<file path="src/rtl/csi2_pkg.sv">
`default_nettype none
// +----------------------------------------------------------------------+
// | csi2_pkg - shared CSI-2 data types and capture-state encoding.        |
// | Rev 1.0                                                               |
// +----------------------------------------------------------------------+
package csi2_pkg;

  localparam logic [5:0] c_dt_fs      = 6'h00;
  localparam logic [5:0] c_dt_fe      = 6'h01;
  localparam logic [5:0] c_dt_ls      = 6'h02;
  localparam logic [5:0] c_dt_le      = 6'h03;
  localparam logic [5:0] c_dt_img_min = 6'h18;
  localparam logic [5:0] c_dt_img_max = 6'h2F;

  typedef enum logic [1:0] {
    ST_IDLE     = 2'd0,
    ST_WAIT_FS  = 2'd1,
    ST_IN_FRAME = 2'd2,
    ST_DROP     = 2'd3
  } capture_state_t;

  // Beats per line: ceil(word_count / 4), 15 bits covers the full 16-bit byte count.
  function automatic logic [14:0] beats_per_line(input logic [15:0] wc);
    logic [16:0] s;
    s = {1'b0, wc} + 17'd3;
    return s[16:2];
  endfunction

endpackage
`default_nettype wire

</file>
<file path="src/rtl/csi2_bank_allocator.sv">
`default_nettype none
// +----------------------------------------------------------------------+
// | csi2_bank_allocator - ping-pong bank free/full tracking and choice.  |
// | Rev 1.0                                                               |
// +----------------------------------------------------------------------+
module csi2_bank_allocator (
  input  logic       clock_p_i,
  input  logic       reset_i,
  input  logic       claim_i,
  input  logic       complete_i,
  input  logic       complete_bank_i,
  input  logic [1:0] release_i,
  output logic       avail_o,
  output logic       pick_o
);

  logic [1:0] full_q, full_d;
  logic [1:0] writing_q, writing_d;
  logic       last_q, last_d;
  logic [1:0] w_rel;
  logic [1:0] w_free;
  logic       w_pref;

  // A release landing in the same cycle as an allocation is already usable.
  assign w_rel   = release_i & full_q & ~writing_q;
  assign w_free  = (~full_q & ~writing_q) | w_rel;
  assign w_pref  = ~last_q;
  assign avail_o = |w_free;
  assign pick_o  = w_free[w_pref] ? w_pref : last_q;

  always_comb begin
    full_d    = full_q & ~w_rel;
    writing_d = writing_q;
    last_d    = last_q;
    if (complete_i) begin
      writing_d[complete_bank_i] = 1'b0;
      full_d[complete_bank_i]    = 1'b1;
    end
    if (claim_i && avail_o) begin
      writing_d[pick_o] = 1'b1;
      last_d            = pick_o;
    end
  end

  always_ff @(posedge clock_p_i) begin
    if (reset_i) begin
      full_q    <= 2'b00;
      writing_q <= 2'b00;
      last_q    <= 1'b1;
    end else begin
      full_q    <= full_d;
      writing_q <= writing_d;
      last_q    <= last_d;
    end
  end

endmodule
`default_nettype wire

</file>
<file path="src/rtl/csi2_capture_controller.sv">
`default_nettype none
// +----------------------------------------------------------------------+
// | csi2_capture_controller - CSI-2 frame capture into a two-bank buffer.|
// | Rev 1.0                                                               |
// +----------------------------------------------------------------------+
module csi2_capture_controller
  import csi2_pkg::*;
#(
  parameter int ADDR_WIDTH = 16,
  parameter int LINE_WIDTH = 12
) (
  input  logic                  clock_p_i,
  input  logic                  reset_i,
  input  logic                  arm_i,
  input  logic                  continuous_i,
  input  logic [1:0]            vc_select_i,
  input  logic [5:0]            data_type_select_i,
  input  logic [LINE_WIDTH-1:0] expected_lines_i,
  input  logic                  interrupt_i,
  input  logic [1:0]            virtual_channel_i,
  input  logic [15:0]           word_count_i,
  input  logic [31:0]           image_data_i,
  input  logic [5:0]            image_data_type_i,
  input  logic                  image_data_enable_i,
  input  logic                  frame_start_i,
  input  logic                  frame_end_i,
  input  logic [1:0]            bank_release_i,
  output logic                  busy_o,
  output logic                  wr_enable_o,
  output logic                  wr_bank_o,
  output logic [ADDR_WIDTH-1:0] wr_addr_o,
  output logic [31:0]           wr_data_o,
  output logic                  frame_done_o,
  output logic                  done_bank_o,
  output logic [LINE_WIDTH-1:0] line_count_o,
  output logic                  err_short_line_o,
  output logic                  err_line_count_o,
  output logic                  err_overflow_o,
  output logic [7:0]            dropped_frames_o
);

  localparam logic [ADDR_WIDTH-1:0] c_addr_one = {{(ADDR_WIDTH-1){1'b0}}, 1'b1};
  localparam logic [LINE_WIDTH-1:0] c_line_one = {{(LINE_WIDTH-1){1'b0}}, 1'b1};

  capture_state_t state_q, state_d;

  logic                  w_vc_ok, w_short_evt, w_fs_evt, w_fe_evt, w_beat;
  logic                  w_avail, w_pick;
  logic [14:0]           w_bpl;
  logic                  claim, start, restart, accept_beat, finish, drop, clr_err;

  logic                  cur_bank_q;
  logic [ADDR_WIDTH-1:0] ptr_q;
  logic                  wrapped_q;
  logic [14:0]           beat_cnt_q;
  logic [LINE_WIDTH-1:0] line_count_q;
  logic                  wr_enable_q, wr_bank_q;
  logic [ADDR_WIDTH-1:0] wr_addr_q;
  logic [31:0]           wr_data_q;
  logic                  frame_done_q, done_bank_q;
  logic                  err_short_q, err_lines_q, err_ovf_q;
  logic [7:0]            dropped_q;

  assign w_vc_ok     = (virtual_channel_i == vc_select_i);
  assign w_short_evt = interrupt_i & ~image_data_enable_i & w_vc_ok;
  assign w_fs_evt    = w_short_evt & frame_start_i;
  assign w_fe_evt    = w_short_evt & frame_end_i;
  assign w_beat      = image_data_enable_i & w_vc_ok & (image_data_type_i == data_type_select_i);
  assign w_bpl       = beats_per_line(word_count_i);

  csi2_bank_allocator u_alloc (
    .clock_p_i       (clock_p_i),
    .reset_i         (reset_i),
    .claim_i         (claim),
    .complete_i      (finish),
    .complete_bank_i (cur_bank_q),
    .release_i       (bank_release_i),
    .avail_o         (w_avail),
    .pick_o          (w_pick)
  );

  always_ff @(posedge clock_p_i) begin
    if (reset_i) state_q <= ST_IDLE;
    else         state_q <= state_d;
  end

  always_comb begin
    state_d     = state_q;
    claim       = 1'b0;
    start       = 1'b0;
    restart     = 1'b0;
    accept_beat = 1'b0;
    finish      = 1'b0;
    drop        = 1'b0;
    clr_err     = 1'b0;
    case (state_q)
      ST_IDLE: begin
        if (arm_i) begin
          clr_err = 1'b1;
          state_d = ST_WAIT_FS;
        end
      end
      ST_WAIT_FS: begin
        if (w_fs_evt) begin
          if (w_avail) begin
            claim   = 1'b1;
            start   = 1'b1;
            state_d = ST_IN_FRAME;
          end else begin
            drop    = 1'b1;
            state_d = ST_DROP;
          end
        end
      end
      ST_IN_FRAME: begin
        if (w_fe_evt) begin
          finish  = 1'b1;
          state_d = continuous_i ? ST_WAIT_FS : ST_IDLE;
        end else if (w_fs_evt) begin
          restart = 1'b1;
        end else if (w_beat) begin
          accept_beat = 1'b1;
        end
      end
      ST_DROP: begin
        if (w_fe_evt) state_d = continuous_i ? ST_WAIT_FS : ST_IDLE;
      end
      default: state_d = ST_IDLE;
    endcase
  end

  always_ff @(posedge clock_p_i) begin
    if (reset_i) begin
      cur_bank_q   <= 1'b0;
      ptr_q        <= '0;
      wrapped_q    <= 1'b0;
      beat_cnt_q   <= '0;
      line_count_q <= '0;
      wr_enable_q  <= 1'b0;
      wr_bank_q    <= 1'b0;
      wr_addr_q    <= '0;
      wr_data_q    <= '0;
      frame_done_q <= 1'b0;
      done_bank_q  <= 1'b0;
      err_short_q  <= 1'b0;
      err_lines_q  <= 1'b0;
      err_ovf_q    <= 1'b0;
      dropped_q    <= '0;
    end else begin
      wr_enable_q  <= 1'b0;
      frame_done_q <= 1'b0;
      if (clr_err) begin
        err_short_q <= 1'b0;
        err_lines_q <= 1'b0;
        err_ovf_q   <= 1'b0;
      end
      if (start) cur_bank_q <= w_pick;
      if (start || restart) begin
        ptr_q        <= '0;
        wrapped_q    <= 1'b0;
        wr_addr_q    <= '0;
        beat_cnt_q   <= '0;
        line_count_q <= '0;
      end
      if (restart) err_lines_q <= 1'b1;
      if (accept_beat) begin
        // Once the last word has been written the pointer is frozen; further beats only flag overflow.
        if (wrapped_q) begin
          err_ovf_q <= 1'b1;
        end else begin
          wr_enable_q <= 1'b1;
          wr_bank_q   <= cur_bank_q;
          wr_addr_q   <= ptr_q;
          wr_data_q   <= image_data_i;
          ptr_q       <= ptr_q + c_addr_one;
          if (&ptr_q) wrapped_q <= 1'b1;
        end
        if (beat_cnt_q + 15'd1 == w_bpl) begin
          line_count_q <= line_count_q + c_line_one;
          beat_cnt_q   <= '0;
        end else begin
          beat_cnt_q <= beat_cnt_q + 15'd1;
        end
      end
      if (finish) begin
        if (beat_cnt_q != '0)                 err_short_q <= 1'b1;
        if (line_count_q != expected_lines_i) err_lines_q <= 1'b1;
        frame_done_q <= 1'b1;
        done_bank_q  <= cur_bank_q;
      end
      if (drop && dropped_q != 8'hFF) dropped_q <= dropped_q + 8'd1;
    end
  end

  assign busy_o           = (state_q != ST_IDLE);
  assign wr_enable_o      = wr_enable_q;
  assign wr_bank_o        = wr_bank_q;
  assign wr_addr_o        = wr_addr_q;
  assign wr_data_o        = wr_data_q;
  assign frame_done_o     = frame_done_q;
  assign done_bank_o      = done_bank_q;
  assign line_count_o     = line_count_q;
  assign err_short_line_o = err_short_q;
  assign err_line_count_o = err_lines_q;
  assign err_overflow_o   = err_ovf_q;
  assign dropped_frames_o = dropped_q;

endmodule
`default_nettype wire

</file>
<file path="config.mk">
export PLATFORM = sky130hd
export DESIGN_NAME = csi2_capture_controller
export DESIGN_NICKNAME = d
export VERILOG_FILES = /design/src/rtl/csi2_pkg.sv /design/src/rtl/csi2_bank_allocator.sv /design/src/rtl/csi2_capture_controller.sv
export SDC_FILE = /design/constraint.sdc
export NUM_CORES = 1
export LEC_CHECK = 0
export CORE_ASPECT_RATIO = 1.4
export CORE_MARGIN = 2
export CORE_UTILIZATION = 30
export CTS_CLUSTER_DIAMETER = 30
export CTS_CLUSTER_SIZE = 40
export DETAILED_ROUTE_END_ITERATION = 10
export DONT_BUFFER_PORTS = 1
export GPL_TIMING_DRIVEN = 0
export SYNTH_ARGS = -nofsm -noshare
export SYNTH_HDL_FRONTEND = slang
export SYNTH_HIERARCHICAL = 1
export SYNTH_SLANG_ARGS = --single-unit
</file>
<file path="constraint.sdc">
create_clock -name clock_p_i -period 9.3 [get_ports clock_p_i]
set_clock_uncertainty 0.15 [all_clocks]
set_input_delay 1.395 -clock clock_p_i [delete_from_list [all_inputs] [get_ports clock_p_i]]
set_output_delay 1.395 -clock clock_p_i [all_outputs]
set_load 0.05 [all_outputs]
</file>
# [Word level (Yosys, flattened, before mapping)]
# Cells that the tools add are included.
[word_totals] word_cells=138 regBits=115 output_inout_bits=76 in_bits=86
[classes] addsub=5 eq_ne=11 n_bitwise=22 n_mux=61 n_reduce_logical=15 order_cmp=5
[op_table] cell="$mux 16" n=6
[op_table] cell="$mux 15" n=3
[op_table] cell="$mux 1" n=40
[op_table] cell="$mux 12" n=3
[op_table] cell="$add 16x2->17 const B" n=1
[op_table] cell="$add 16x1->16 const B" n=1
[op_table] cell="$reduce_and 16->1" n=1
[op_table] cell="$add 15x1->15 const B" n=1
[op_table] cell="$eq 15x15->1" n=1
[op_table] cell="$reduce_bool 15->1" n=1
[op_table] cell="$add 12x1->12 const B" n=1
[op_table] cell="$mux 2" n=6
[op_table] cell="$ne 12x12->1" n=1
[op_table] cell="$and 2x2->2" n=5
[op_table] cell="$add 8x1->8 const B" n=1
[op_table] cell="$ne 8x8->1 const B" n=1
[op_table] cell="$not 2->2" n=4
[op_table] cell="$and 1x1->1" n=6
[op_table] cell="$eq 6x6->1" n=1
[op_table] cell="$lt 1x2->1 const B" n=3
[op_table] cell="$or 2x2->2" n=3
[op_table] cell="$pmux 2 s3" n=1
[op_table] cell="$reduce_or 2->1" n=3
[op_table] cell="$eq 2x2->1 const B" n=2
[op_table] cell="13 further kinds" n=23

# [Depth between registers and ports, before layout]
# Gate-level depths: netlist (run 1).
[logic_depth] word_depth=12 ltp_mapped=11

# [Hierarchy]
# The synthesis (run 1) kept the hierarchy.
[by_module_without_submodules] module="csi2_capture_controller" instances=1 area_per_inst_um2=5666.7 seq_area_each_um2=2202.1 cells_each=697
[by_module_without_submodules] module="csi2_bank_allocator" instances=1 area_per_inst_um2=229.0 seq_area_each_um2=100.1 cells_each=28

# [Worst setup path before layout (run 1)]
# No wires, ideal clock.
[synth_timing] path_type="in2reg" startpoint="in word_count_i[1]" endpoint="reg line_count_q[11] (netlist: line_count_o[11])" arrival_ns=3.431 t_required_ns=9.080 path_buffers=0 cell_stages=8 setup_ns=0.070 slack_ns=5.649 cell_sequence="o2111a_2 -> nand4_2 -> or4_1 -> and4_1 -> a21oi_2 -> nand4_4 -> or4_1 -> a21oi_1"
[synth_via] elab_chain_len=4
[synth_lines] element="start: declaration" line="csi2_capture_controller.sv:21" text="input logic [15:0] word_count_i,"
[synth_lines] element="$add 16x2->17" line="csi2_pkg.sv:25" text="s = {1'b0, wc} + 17'd3;"
[synth_lines] element="$eq 15x15->1" line="csi2_capture_controller.sv:178" text="if (beat_cnt_q + 15'd1 == w_bpl) begin"
[synth_lines] element="$mux 12" line="csi2_capture_controller.sv:178"
[synth_lines] element="$mux 12" line="csi2_capture_controller.sv:166" text="if (accept_beat) begin"
[synth_lines] element="end signal: assignment" line="csi2_capture_controller.sv:179" text="line_count_q <= line_count_q + c_line_one;"
[synth_lines] element="end: declaration" line="csi2_capture_controller.sv:56" text="logic [LINE_WIDTH-1:0] line_count_q;"
# Every way passes these cells.
# A chain may end at the register's enable or synchronous reset.

# [Final worst setup path (run 1)]
[layout_timing] startpoint="in data_type_select_i[1]" endpoint="reg ptr_q[8]"
[layout_via] elab_chain_len=7
[layout_lines] element="start: declaration" line="csi2_capture_controller.sv:17" text="input logic [5:0] data_type_select_i,"
[layout_lines] element="$eq 6x6->1" line="csi2_capture_controller.sv:68" text="assign w_beat = image_data_enable_i & w_vc_ok & (image_data_type_i == data_type_select_i);"
[layout_lines] element="$and 1x1->1" line="csi2_capture_controller.sv:68"
[layout_lines] element="$mux 1" line="csi2_capture_controller.sv:121" text="end else if (w_beat) begin"
[layout_lines] element="$mux 1" line="csi2_capture_controller.sv:119" text="end else if (w_fs_evt) begin"
[layout_lines] element="$mux 1" line="csi2_capture_controller.sv:116" text="if (w_fe_evt) begin"
[layout_lines] element="$mux 1" line="csi2_capture_controller.sv:96" text="case (state_q)"
[layout_lines] element="$mux 16" line="csi2_capture_controller.sv:166"
[layout_lines] element="end signal: assignment" line="csi2_capture_controller.sv:175" text="ptr_q <= ptr_q + c_addr_one;"
[layout_lines] element="end: declaration" line="csi2_capture_controller.sv:53" text="logic [ADDR_WIDTH-1:0] ptr_q;"
# Every way passes these cells.

==> qor.csv, run 1 <==
stage,metric,value,unit
run,drv_cap,0,
detailed_routing,post_drt_antenna_nets,0,
setup_path,start_kind,input port,
setup_path,rr_endpoint,line_count_o[8]$_SDFF_PP0_,
clock_tree,cts_hold_buffers,0,
power,swShare,0.229,
place,dp.cells,973,
clock_tree,clk_transition_reported_paths,0.06,ns
timing,finalHoldViolations,0,
timing,grt_setup_unrepaired,false,
detailed_routing,routed-via-count,5087,
setup_path,path_class,in2reg,
synthesis,yosys_warnings,6,
clock_tree,cts.sink_count,115,
timing,period_share,0.412,
power,pwr_density_cell,179,nW/um^2
setup_path,end_kind,flop,
synthesis,yosys.cell_count.top_type,sky130_fd_sc_hd__dfxtp_1,
synthesis,synthTopCellsByCount,"sky130_fd_sc_hd__dfxtp_1 (115), sky130_fd_sc_hd__nand2_1 (110), sky130_fd_sc_hd__nor2_1 (66)",
min_path,min_from,u_alloc/full_q[1]$_SDFF_PP0_,
global_route,met3_usage,0.0489,
synthesis,syn_area,5900,sq um
power,pwr-share-seq,0.405,
cells_and_area,final.fill_count,2054,
synthesis,synth-seq-cells,115,
timing,fin_tns_setup,0,ns
detailed_routing,detail_route.wirelength,16200,microns
global_route,grt_pass1_wl,25400,microns
clock_tree,clk-insertion-delay-late,0.41,ns
setup_path,critical_path.top_delay_family,simple AND/OR/NAND/NOR gates,
synthesis,post-synth-top-area-fraction,0.390,
setup_path,worstPathMaxFanout,5,
synthesis,yosys.area.top_type,sky130_fd_sc_hd__dfxtp_1,
power,clkPwrFrac,0.558,
setup_path,timing.critical_path.cells,"xnor2_1, nand4_1, nor4_1, nand3_1, nor3_1, nand2_1, or2_2, a21oi_1",
clock_tree,clock_path_buffers,2,
synthesis,syn-num-nets,816,
setup_path,cpMaxStageDelayCell,sky130_fd_sc_hd__nor4_1,
setup_path,critical_path.n_buffers_inverters,0,
power,combinational_share_of_power,0.038,
min_path,min_path_type,reg2reg,
floorplanning,floorplan.initialDensity,0.307,
run_status,run_status,finished clean,
cells_and_area,sequential_cell_area,2300,sq um
global_route,groute.usage.overall,0.157,
detailed_routing,wl_per_cell,16.1,microns
cells_and_area,finalNetCount,835,
synthesis,yosys-top-cells-area,"sky130_fd_sc_hd__dfxtp_1 (39%), sky130_fd_sc_hd__nand2_1 (7.0%), sky130_fd_sc_hd__xnor2_1 (5.5%), sky130_fd_sc_hd__a21oi_1 (5.0%), sky130_fd_sc_hd__nor2_1 (4.2%)",
power,power_switching,0.000279,W
clock_tree,h-tree-depth,4,
cells_and_area,fin_cells,1005,
power,vdd_ir_drop_max,0.0930,mV
cells_and_area,area_growth,15.7,%
cells_and_area,multi_input_comb_area,3330,sq um
setup_path,timing.rr.start,beat_cnt_q[0]$_SDFFE_PP0P_,
global_route,grt_max_degree,17,
synthesis,syn_area_per_cell,8.13,sq um
clock_tree,cts_root_buffer,sky130_fd_sc_hd__clkbuf_16,
setup_path,crit_required,9.48,ns
clock_tree,number_of_instances_resized_during_post_cts_repair,0,
synthesis,asyncSetResetFlopFracSynth,0,
floorplanning,std_cell_rows,60,
synthesis,post_synth_num_cell_types,70,
power,leakagePower,2.40,nW
timing,worst_slack,5.47,ns
synthesis,synth_edf_count,0,
min_path,hold_path_end,u_alloc/full_q[1]$_SDFF_PP0_,
timing,worst_pin_slew,0.954,ns
place,place_area,6210,sq um
global_route,first_global_vias,4957,
setup_path,delay_of_the_slowest_critical_path_stage,0.69,ns
global_route,met2_usage,0.284,
synthesis,synth_seq_area_share,0.390,
timing,setup_viol,0,
clock_tree,tritoncts.num_buffers,17,
synthesis,ys_dominant_reg_cell,sky130_fd_sc_hd__dfxtp_1,
place,place.port_buffers,0,
cells_and_area,postLayoutCellArea,6820,sq um
floorplanning,ioPinCount,162,
timing,fmax,261,MHz
power,cellInternalPower,0.000942,W
detailed_routing,via_per_inst,5.06,
global_route,grt-ovfl-total,0,
place,detailedPlacementHpwl,12400,microns
detailed_routing,first_iter_violations,248,
timing,report.final.slew_viol_count,0,
floorplanning,width_of_the_die,122,microns
global_route,grt_busiest_layer,met2,
clock_tree,cts_tree,done,
setup_path,arrival_time_at_the_worst_endpoint,4.01,ns
place,worst_setup_slack_before_clock_tree_synthesis,4.99,ns
timing,max_slew_margin_vs_limit,0.359,
global_route,grt_antenna_before_repair,0,
timing,finalCriticalPeriod,3.83,ns
setup_path,regToRegSetupSlack,5.84,ns
global_route,grt.met1_usage,0.169,
cells_and_area,drive_above_1_share,0.0859,
floorplanning,die_area,20800,sq um
floorplanning,core,19200,sq um
place,finalWeightedCongestion,0.807,
cells_and_area,insertedDiodeCount,0,
synthesis,synth_cells,725,
detailed_routing,drcViolationCount,0,
setup_path,worstRegToRegCells,11,
min_path,hold-path-cell-count,2,
detailed_routing,dr.pass1.iters,5,
floorplanning,die_height,170,microns
clock_tree,postCtsSetupRepairBufs,0,
## worst register-to-register path: stages (launching register included)
cell	delay [ns]
sky130_fd_sc_hd__dfxtp_1	0.40
sky130_fd_sc_hd__ha_1	0.32
sky130_fd_sc_hd__and3_1	0.21
sky130_fd_sc_hd__buf_4	0.15
sky130_fd_sc_hd__and3_4	0.19
sky130_fd_sc_hd__xnor2_1	0.27
sky130_fd_sc_hd__mux2_4	0.36
sky130_fd_sc_hd__a211oi_4	0.32
sky130_fd_sc_hd__nand4_4	0.25
sky130_fd_sc_hd__o21bai_2	0.32
sky130_fd_sc_hd__buf_2	0.30
sky130_fd_sc_hd__o21ai_0	0.12
## cell usage in the layout, fill, tap and decap left out, drive strengths merged, types with 3 or more instances in the layout
| cell type | count |
|---|---|
| nand2 | 110 |
| o21ai | 33 |
| inv | 36 |
| mux2i | 11 |
| ha | 5 |
| nor2 | 67 |
| and3 | 11 |
| clkinv | 7 |
| xor2 | 26 |
| or4 | 6 |
| nor4 | 11 |
| a22o | 16 |
| dfxtp | 115 |
| a21oi | 61 |
| and2 | 7 |
| or3 | 8 |
| o211ai | 3 |
| and4 | 10 |
| nand4 | 14 |
| nor3 | 15 |
| or2 | 4 |
| nor2b | 4 |
| clkbuf | 39 |
| a31oi | 4 |
| o2111ai | 3 |
| o311ai | 3 |
| nand2b | 6 |
| xnor2 | 37 |
| a22oi | 3 |
| mux2 | 3 |
| a211oi | 3 |
| bufinv | 3 |
| buf | 10 |
| nand3 | 32 |
## sequential cells by signal, indices dropped and copies added, names as in the netlist, 2 cells and up
name,count
u_alloc/writing_q,2
wr_addr_o,16
wr_data_o,32
ptr_q,16
dropped_frames_o,8
state_q,2
beat_cnt_q,15
u_alloc/full_q,2
line_count_o,12
## through the flow
stage	total power, W	utilization	hold WS, ns
final	0.00122	0.355	0.323
after detailed placement	0.000551	0.323	0.309
after floorplan	0.000539	-	0.293
after global routing	0.00126	0.355	0.333
after global placement	0.000551	0.323	0.301
after CTS	0.00124	0.355	0.320
## cells by family after synthesis
| kind of cell | Yosys count | synth area share |
|---|---|---|
| and+or+nand+nor | 311 | 0.263 |
| AOI/OAI and AO/OA | 152 | 0.169 |
| DFF | 115 | 0.390 |
| xor gates and xnor gates | 64 | 0.0974 |
| buffers and inverters | 64 | 0.0444 |
| muxes | 14 | 0.0250 |
| adders and majority gates | 5 | 0.0106 |
## power by group through the flow
stage               registers, W  clock network (W)  logic (W)
floorplan               0.000505                  0  0.0000343
global placement        0.000505                  0  0.0000461
detailed placement      0.000505                  0  0.0000465
CTS                     0.000494           0.000697  0.0000467
global route            0.000494           0.000720  0.0000504
finish                  0.000494           0.000681  0.0000459
## layout make-up
cell class / count / area share
multi-input cells: 546 / 0.488
flip-flops and latches: 115 / 0.337
clock buffers: 18 / 0.0644
well taps: 248 / 0.0455
clock inverters: 14 / 0.0260
plain buffers: 31 / 0.0202
inverters: 33 / 0.0182
## worst max path at each step
stage / startpoint / endpoint / slack [ns] / depth (start not counted)
floorplan: word_count_i[1] / line_count_o[11]$_SDFF_PP0_ / 5.65 / 8
global placement: vc_select_i[1] / wr_addr_o[15]$_SDFF_PP0_ / 4.99 / 8
detailed placement: data_type_select_i[4] / ptr_q[3]$_SDFF_PP0_ / 4.99 / 8
CTS: data_type_select_i[1] / ptr_q[14]$_SDFF_PP0_ / 5.43 / 8
global route: data_type_select_i[1] / ptr_q[14]$_SDFF_PP0_ / 5.19 / 8
finish: data_type_select_i[1] / ptr_q[8]$_SDFF_PP0_ / 5.47 / 8
## layer usage
layer	up-vias	wire, microns
met5	-	0
met4	0	261
met3	17	1070
met2	150	8350
met1	2324	6550
li1	2596	-
(Power assumes the default switching activity.)
==> inputs of run 2 (changes only) <==
- clock period: 9.3 -> 3.4 ns (I/O delays scaled with it)
==> qor.csv, run 2 (synthesized netlist as in run 1, its figures left out) <==
stage,metric,value,unit,change
run_status,run_status,finished clean,,
detailed_routing,drcViolationCount,0,,unchanged
detailed_routing,wl_per_cell,16.2,microns,+0.30%
setup_path,start_kind,flop,,
clock_tree,cts_root_buffer,sky130_fd_sc_hd__clkbuf_16,,
clock_tree,h-tree-depth,4,,unchanged
cells_and_area,commonest_non_fill_non_tap_cell_in_the_layout,sky130_fd_sc_hd__dfxtp_1,,
floorplanning,die_area,20800,sq um,unchanged
clock_tree,clk-insertion-delay-late,0.40,ns,about the same
cells_and_area,area_growth,16.2,%,
power,pwr_density_cell,488,nW/um^2,+170%
timing,worst_pin_slew,0.971,ns,+0.0169 ns
global_route,grt_antenna_before_repair,0,,unchanged
clock_tree,postCtsSetupRepairBufs,0,,unchanged
global_route,groute.usage.overall,0.157,,unchanged
global_route,grt-ovfl-total,0,,unchanged
floorplanning,die_height,170,microns,unchanged
min_path,min_from,reset_i,,
timing,worst_hold_slack,0.0696,ns,-0.254 ns
setup_path,regToRegSetupSlack,0.17,ns,-5.67 ns
place,place.port_buffers,0,,unchanged
detailed_routing,post_drt_antenna_nets,0,,unchanged
run,drv_cap,0,,unchanged
floorplanning,floorplan.initialDensity,0.307,,unchanged
setup_path,path_class,reg2reg,,
detailed_routing,via_per_inst,5.07,,+0.16%
setup_path,rr_endpoint,line_count_o[11]$_SDFF_PP0_,,
cells_and_area,finalNetCount,835,,unchanged
global_route,first_global_vias,4955,,-0.040%
cells_and_area,highest_count_cells_in_the_layout_ignoring_fill_and_taps,"sky130_fd_sc_hd__dfxtp_1 (113), sky130_fd_sc_hd__nand2_1 (110), sky130_fd_sc_hd__nor2_1 (66)",,
clock_tree,clock_path_buffers,2,,unchanged
setup_path,cp-startpoint,beat_cnt_q[0]$_SDFFE_PP0P_,,
setup_path,worstPathMaxFanout,10,,+5
cells_and_area,drive_above_1_share,0.0911,,+0.00528
detailed_routing,routed-via-count,5095,,+0.16%
floorplanning,std_cell_rows,60,,unchanged
cells_and_area,postLayoutCellArea,6850,sq um,+0.40%
global_route,grt_pass1_wl,25400,microns,about the same
clock_tree,cts_tree,done,,
detailed_routing,detail_route.wirelength,16300,microns,+0.30%
timing,setup_viol,0,,unchanged
floorplanning,width_of_the_die,122,microns,unchanged
timing,fmax,310,MHz,
detailed_routing,first_iter_violations,204,,-18%
place,finalWeightedCongestion,0.807,,unchanged
min_path,min_path_type,in2reg,,
timing,fin_tns_setup,0,ns,unchanged
setup_path,worstRegToRegCells,10,,-1
power,leakagePower,2.40,nW,+0.10%
place,dp.cells,973,,unchanged
timing,period_share,0.949,,
timing,grt_setup_unrepaired,false,,
clock_tree,clk_transition_reported_paths,0.06,ns,about the same
cells_and_area,largest_reg_flops,32,,unchanged
power,vdd_ir_drop_max,0.255,mV,+170%
setup_path,arrival_time_at_the_worst_endpoint,3.40,ns,-0.61 ns
place,detailedPlacementHpwl,12400,microns,unchanged
cells_and_area,fin_cells,1005,,unchanged
setup_path,end_kind,flop,,
clock_tree,tritoncts.num_buffers,17,,unchanged
cells_and_area,final.fill_count,2048,,-0.29%
timing,max_slew_margin_vs_limit,0.348,,-0.0114
timing,finalCriticalPeriod,3.23,ns,
setup_path,timing.rr.start,beat_cnt_q[0]$_SDFFE_PP0P_,,
global_route,grt_max_degree,17,,unchanged
clock_tree,cts.sink_count,115,,unchanged
setup_path,worst_setup_endpoint,line_count_o[11]$_SDFF_PP0_,,
floorplanning,ioPinCount,162,,unchanged
setup_path,crit_required,3.58,ns,-5.90 ns
timing,report.final.slew_viol_count,0,,unchanged
cells_and_area,insertedDiodeCount,0,,unchanged
detailed_routing,dr.pass1.iters,4,,-1
place,place_area,6210,sq um,unchanged
timing,finalHoldViolations,0,,unchanged
floorplanning,core,19200,sq um,unchanged
==> run 2: changes by cell type in the layout (fill, tap and decap cells not counted), sizes merged <==
cell / before / now
buf: 10 / 8
clkbuf: 39 / 40
dlygate4sd3: 0 / 1
==> run 2: repair_timing <==
action                                 in CTS  in global routing
setup endpoints to repair                  10                 17
hold buffers                                0                  1
endpoints found under the hold margin       0                  4
gates cloned                                0                  0
gates resized for setup                     1                  5
==> run 2: area by class of cell <==
cell class	count	area, sq um	share of cell area
buffer	30	136	0.0199
clock buffer	18	439	0.0641
clock inverter	14	178	0.0259
inverter	33	124	0.0181
multi-input combinational	546	3350	0.489
sequential	115	2300	0.336
tap	248	310	0.0453
timing repair buffer	1	10.0	0.00146
==> run 2: per-layer routing <==
metal	GRT usage	routed length [microns]
met5	0	0
met1	0.169	6590
met3	0.0489	1050
met4	0.0570	177
met2	0.284	8450
==> run 2: worst min path at each step <==
stage	endpoint	slack, ns	depth (start not counted)
2_1_floorplan	u_alloc/full_q[1]$_SDFF_PP0_	0.29	2
3_3_place_gp	u_alloc/full_q[1]$_SDFF_PP0_	0.30	2
3_5_place_dp	u_alloc/full_q[1]$_SDFF_PP0_	0.31	2
4_1_cts	u_alloc/writing_q[0]$_SDFF_PP0_	0.001	1
5_1_grt	u_alloc/last_q$_SDFFE_PP1P_	0.05	1
6_report	u_alloc/last_q$_SDFFE_PP1P_	0.07	1
==> run 2: where the power goes <==
group,switching (W),leakage (nW),internal (W)
Sequential,0.00000207,0.927,0.00135
Clock,0.000680,0.301,0.00118
Combinational,0.0000818,1.17,0.0000469
Total,0.000763,2.40,0.00258
==> run 2: worst max-delay path, stage by stage (launching register included) <==
cell and delay [ns]:
sky130_fd_sc_hd__dfxtp_2 0.37, sky130_fd_sc_hd__ha_2 0.24, sky130_fd_sc_hd__and3_1 0.18, sky130_fd_sc_hd__buf_4 0.15
sky130_fd_sc_hd__and3_4 0.19, sky130_fd_sc_hd__xnor2_1 0.27, sky130_fd_sc_hd__mux2_4 0.36, sky130_fd_sc_hd__a211oi_4 0.32
sky130_fd_sc_hd__nand4_4 0.25, sky130_fd_sc_hd__or4_1 0.52, sky130_fd_sc_hd__a21oi_1 0.14
==> run 2: through the flow <==
step                utilization  total power, W  setup slack, ns
global route              0.356         0.00346          0.00579
CTS                       0.355         0.00339          0.00993
detailed placement        0.323         0.00151          -0.0448
global placement          0.323         0.00151          -0.0220
floorplan                     -         0.00147            0.393
finish                    0.356         0.00334            0.174
==> inputs of run 3 (changes only) <==
- CORE_UTILIZATION: 30 -> 55
- CTS_BUF_LIST: unset -> sky130_fd_sc_hd__clkbuf_8
- PLACE_DENSITY: unset -> 0.75
==> qor.csv, run 3 (synthesized netlist as in run 1, its figures left out) <==
stage,metric,value,unit,change
global_route,grt-ovfl-total,0,,unchanged
cells_and_area,highest_count_cells_in_the_layout_ignoring_fill_and_taps,"sky130_fd_sc_hd__dfxtp_1 (113), sky130_fd_sc_hd__nand2_1 (110), sky130_fd_sc_hd__nor2_1 (66)",,
detailed_routing,post_drt_antenna_nets,0,,unchanged
place,detailedPlacementHpwl,11300,microns,-9.0%
timing,setup_viol,0,,unchanged
timing,fin_tns_setup,0,ns,unchanged
run,drv_cap,0,,unchanged
cells_and_area,insertedDiodeCount,0,,unchanged
cells_and_area,fin_cells,894,,-11%
detailed_routing,drcViolationCount,0,,unchanged
clock_tree,cts.sink_count,115,,unchanged
timing,grt_setup_unrepaired,false,,
place,place.port_buffers,0,,unchanged
global_route,first_global_vias,5184,,+4.6%
timing,finalCriticalPeriod,3.19,ns,-0.0351 ns
setup_path,end_kind,flop,,
power,leakagePower,2.34,nW,-2.8%
detailed_routing,via_per_inst,5.91,,+17%
power,pwr_density_cell,450,nW/um^2,-7.8%
timing,worst_pin_slew,0.919,ns,-0.0520 ns
detailed_routing,routed-via-count,5285,,+3.7%
min_path,min_path_type,in2reg,,
place,finalWeightedCongestion,0.914,,+13%
detailed_routing,dr.pass1.iters,7,,+3
setup_path,start_kind,flop,,
setup_path,regToRegSetupSlack,0.21,ns,+0.04 ns
place,dp.cells,863,,-11%
clock_tree,cts_tree,done,,
setup_path,arrival_time_at_the_worst_endpoint,3.38,ns,-0.02 ns
floorplanning,core,10400,sq um,-46%
place,place_area,6070,sq um,-2.2%
setup_path,path_class,reg2reg,,
global_route,grt_max_degree,17,,unchanged
timing,period_share,0.938,,-0.0103
floorplanning,die_height,127,microns,-26%
floorplanning,ioPinCount,162,,unchanged
cells_and_area,finalNetCount,836,,+0.12%
clock_tree,postCtsSetupRepairBufs,0,,unchanged
timing,report.final.slew_viol_count,0,,unchanged
clock_tree,h-tree-depth,4,,unchanged
floorplanning,std_cell_rows,44,,-27%
run_status,run_status,finished clean,,
clock_tree,cts_root_buffer,sky130_fd_sc_hd__clkbuf_8,,
detailed_routing,detail_route.wirelength,14900,microns,-8.4%
clock_tree,tritoncts.num_buffers,17,,unchanged
setup_path,crit_required,3.59,ns,about the same
setup_path,worstPathMaxFanout,10,,unchanged
detailed_routing,first_iter_violations,233,,+14%
global_route,groute.usage.overall,0.256,,+0.0995
detailed_routing,wl_per_cell,16.7,microns,+2.9%
timing,max_slew_margin_vs_limit,0.383,,+0.0349
clock_tree,clk-insertion-delay-late,0.42,ns,+0.02 ns
clock_tree,clk_transition_reported_paths,0.07,ns,about the same
timing,finalHoldViolations,0,,unchanged
global_route,grt_antenna_before_repair,0,,unchanged
cells_and_area,commonest_non_fill_non_tap_cell_in_the_layout,sky130_fd_sc_hd__dfxtp_1,,
power,vdd_ir_drop_max,0.325,mV,+28%
floorplanning,die_area,11600,sq um,-44%
clock_tree,clock_path_buffers,2,,unchanged
global_route,grt_pass1_wl,24100,microns,-5.0%
timing,fmax,313,MHz,+1.1%
cells_and_area,drive_above_1_share,0.0873,,-0.00385
floorplanning,width_of_the_die,91.5,microns,-25%
cells_and_area,postLayoutCellArea,6560,sq um,-4.3%
cells_and_area,largest_reg_flops,32,,unchanged
floorplanning,floorplan.initialDensity,0.567,,+0.260
cells_and_area,area_growth,11.2,%,
run 3: metal layers:
metal	global-route usage	up-vias	wire, microns
li1	-	2587	-
met3	0.0713	31	1010
met1	0.278	2470	5790
met4	0.122	0	401
met5	0	-	0
met2	0.457	197	7700
run 3: through the flow:
| step | setup WS (ns) | hold WS [ns] | total power [W] | utilization |
|---|---|---|---|---|
| floorplan | 0.393 | 0.293 | 0.00147 | - |
| global placement | 0.136 | 0.306 | 0.00150 | 0.583 |
| detailed placement | 0.0491 | 0.329 | 0.00150 | 0.583 |
| global route | 0.0527 | 0.0275 | 0.00305 | 0.630 |
| finish | 0.209 | 0.0540 | 0.00295 | 0.630 |
| CTS | 0.0388 | 0.0253 | 0.00298 | 0.629 |
run 3: critical path, stage by stage, from the launching register on:
cell and delay, ns:
sky130_fd_sc_hd__dfxtp_2 0.37, sky130_fd_sc_hd__ha_2 0.24, sky130_fd_sc_hd__and3_1 0.19, sky130_fd_sc_hd__buf_4 0.15
sky130_fd_sc_hd__and3_4 0.19, sky130_fd_sc_hd__xnor2_1 0.25, sky130_fd_sc_hd__mux2_4 0.36, sky130_fd_sc_hd__a211oi_4 0.33
sky130_fd_sc_hd__nand4_4 0.24, sky130_fd_sc_hd__or4_1 0.51, sky130_fd_sc_hd__a21oi_1 0.15
run 3: worst paths after layout:
kind	from	cells after the start	endpoint
min reg2reg	u_alloc/full_q[0]$_SDFF_PP0_	2	u_alloc/full_q[0]$_SDFF_PP0_
max reg2reg	beat_cnt_q[0]$_SDFFE_PP0P_	10	line_count_o[11]$_SDFF_PP0_
min	reset_i	1	u_alloc/last_q$_SDFFE_PP1P_
max	beat_cnt_q[0]$_SDFFE_PP0P_	10	line_count_o[11]$_SDFF_PP0_
run 3: cell type report:
| class | instances | area (sq um) |
|---|---|---|
| clock buffers | 21 | 289 |
| fillers | 908 | 3850 |
| inverters | 33 | 124 |
| plain buffers | 31 | 138 |
| well taps | 138 | 173 |
| multi-input cells | 546 | 3340 |
| clock inverters | 9 | 176 |
| flip-flops and latches | 115 | 2300 |
| repair buffers | 1 | 10.0 |
run 3: power by group:
part           leakage, nW  internal (W)  switching (W)
Combinational         1.18     0.0000465      0.0000763
Sequential           0.927       0.00135     0.00000209
Clock                0.234      0.000943       0.000534
run 3: what timing repair did:
| action | CTS | global route |
|---|---|---|
| endpoints found under the setup margin | 0 | 16 |
| gates resized for setup | 0 | 4 |
| endpoints found under the hold margin | 4 | 0 |
| hold buffers | 1 | 0 |
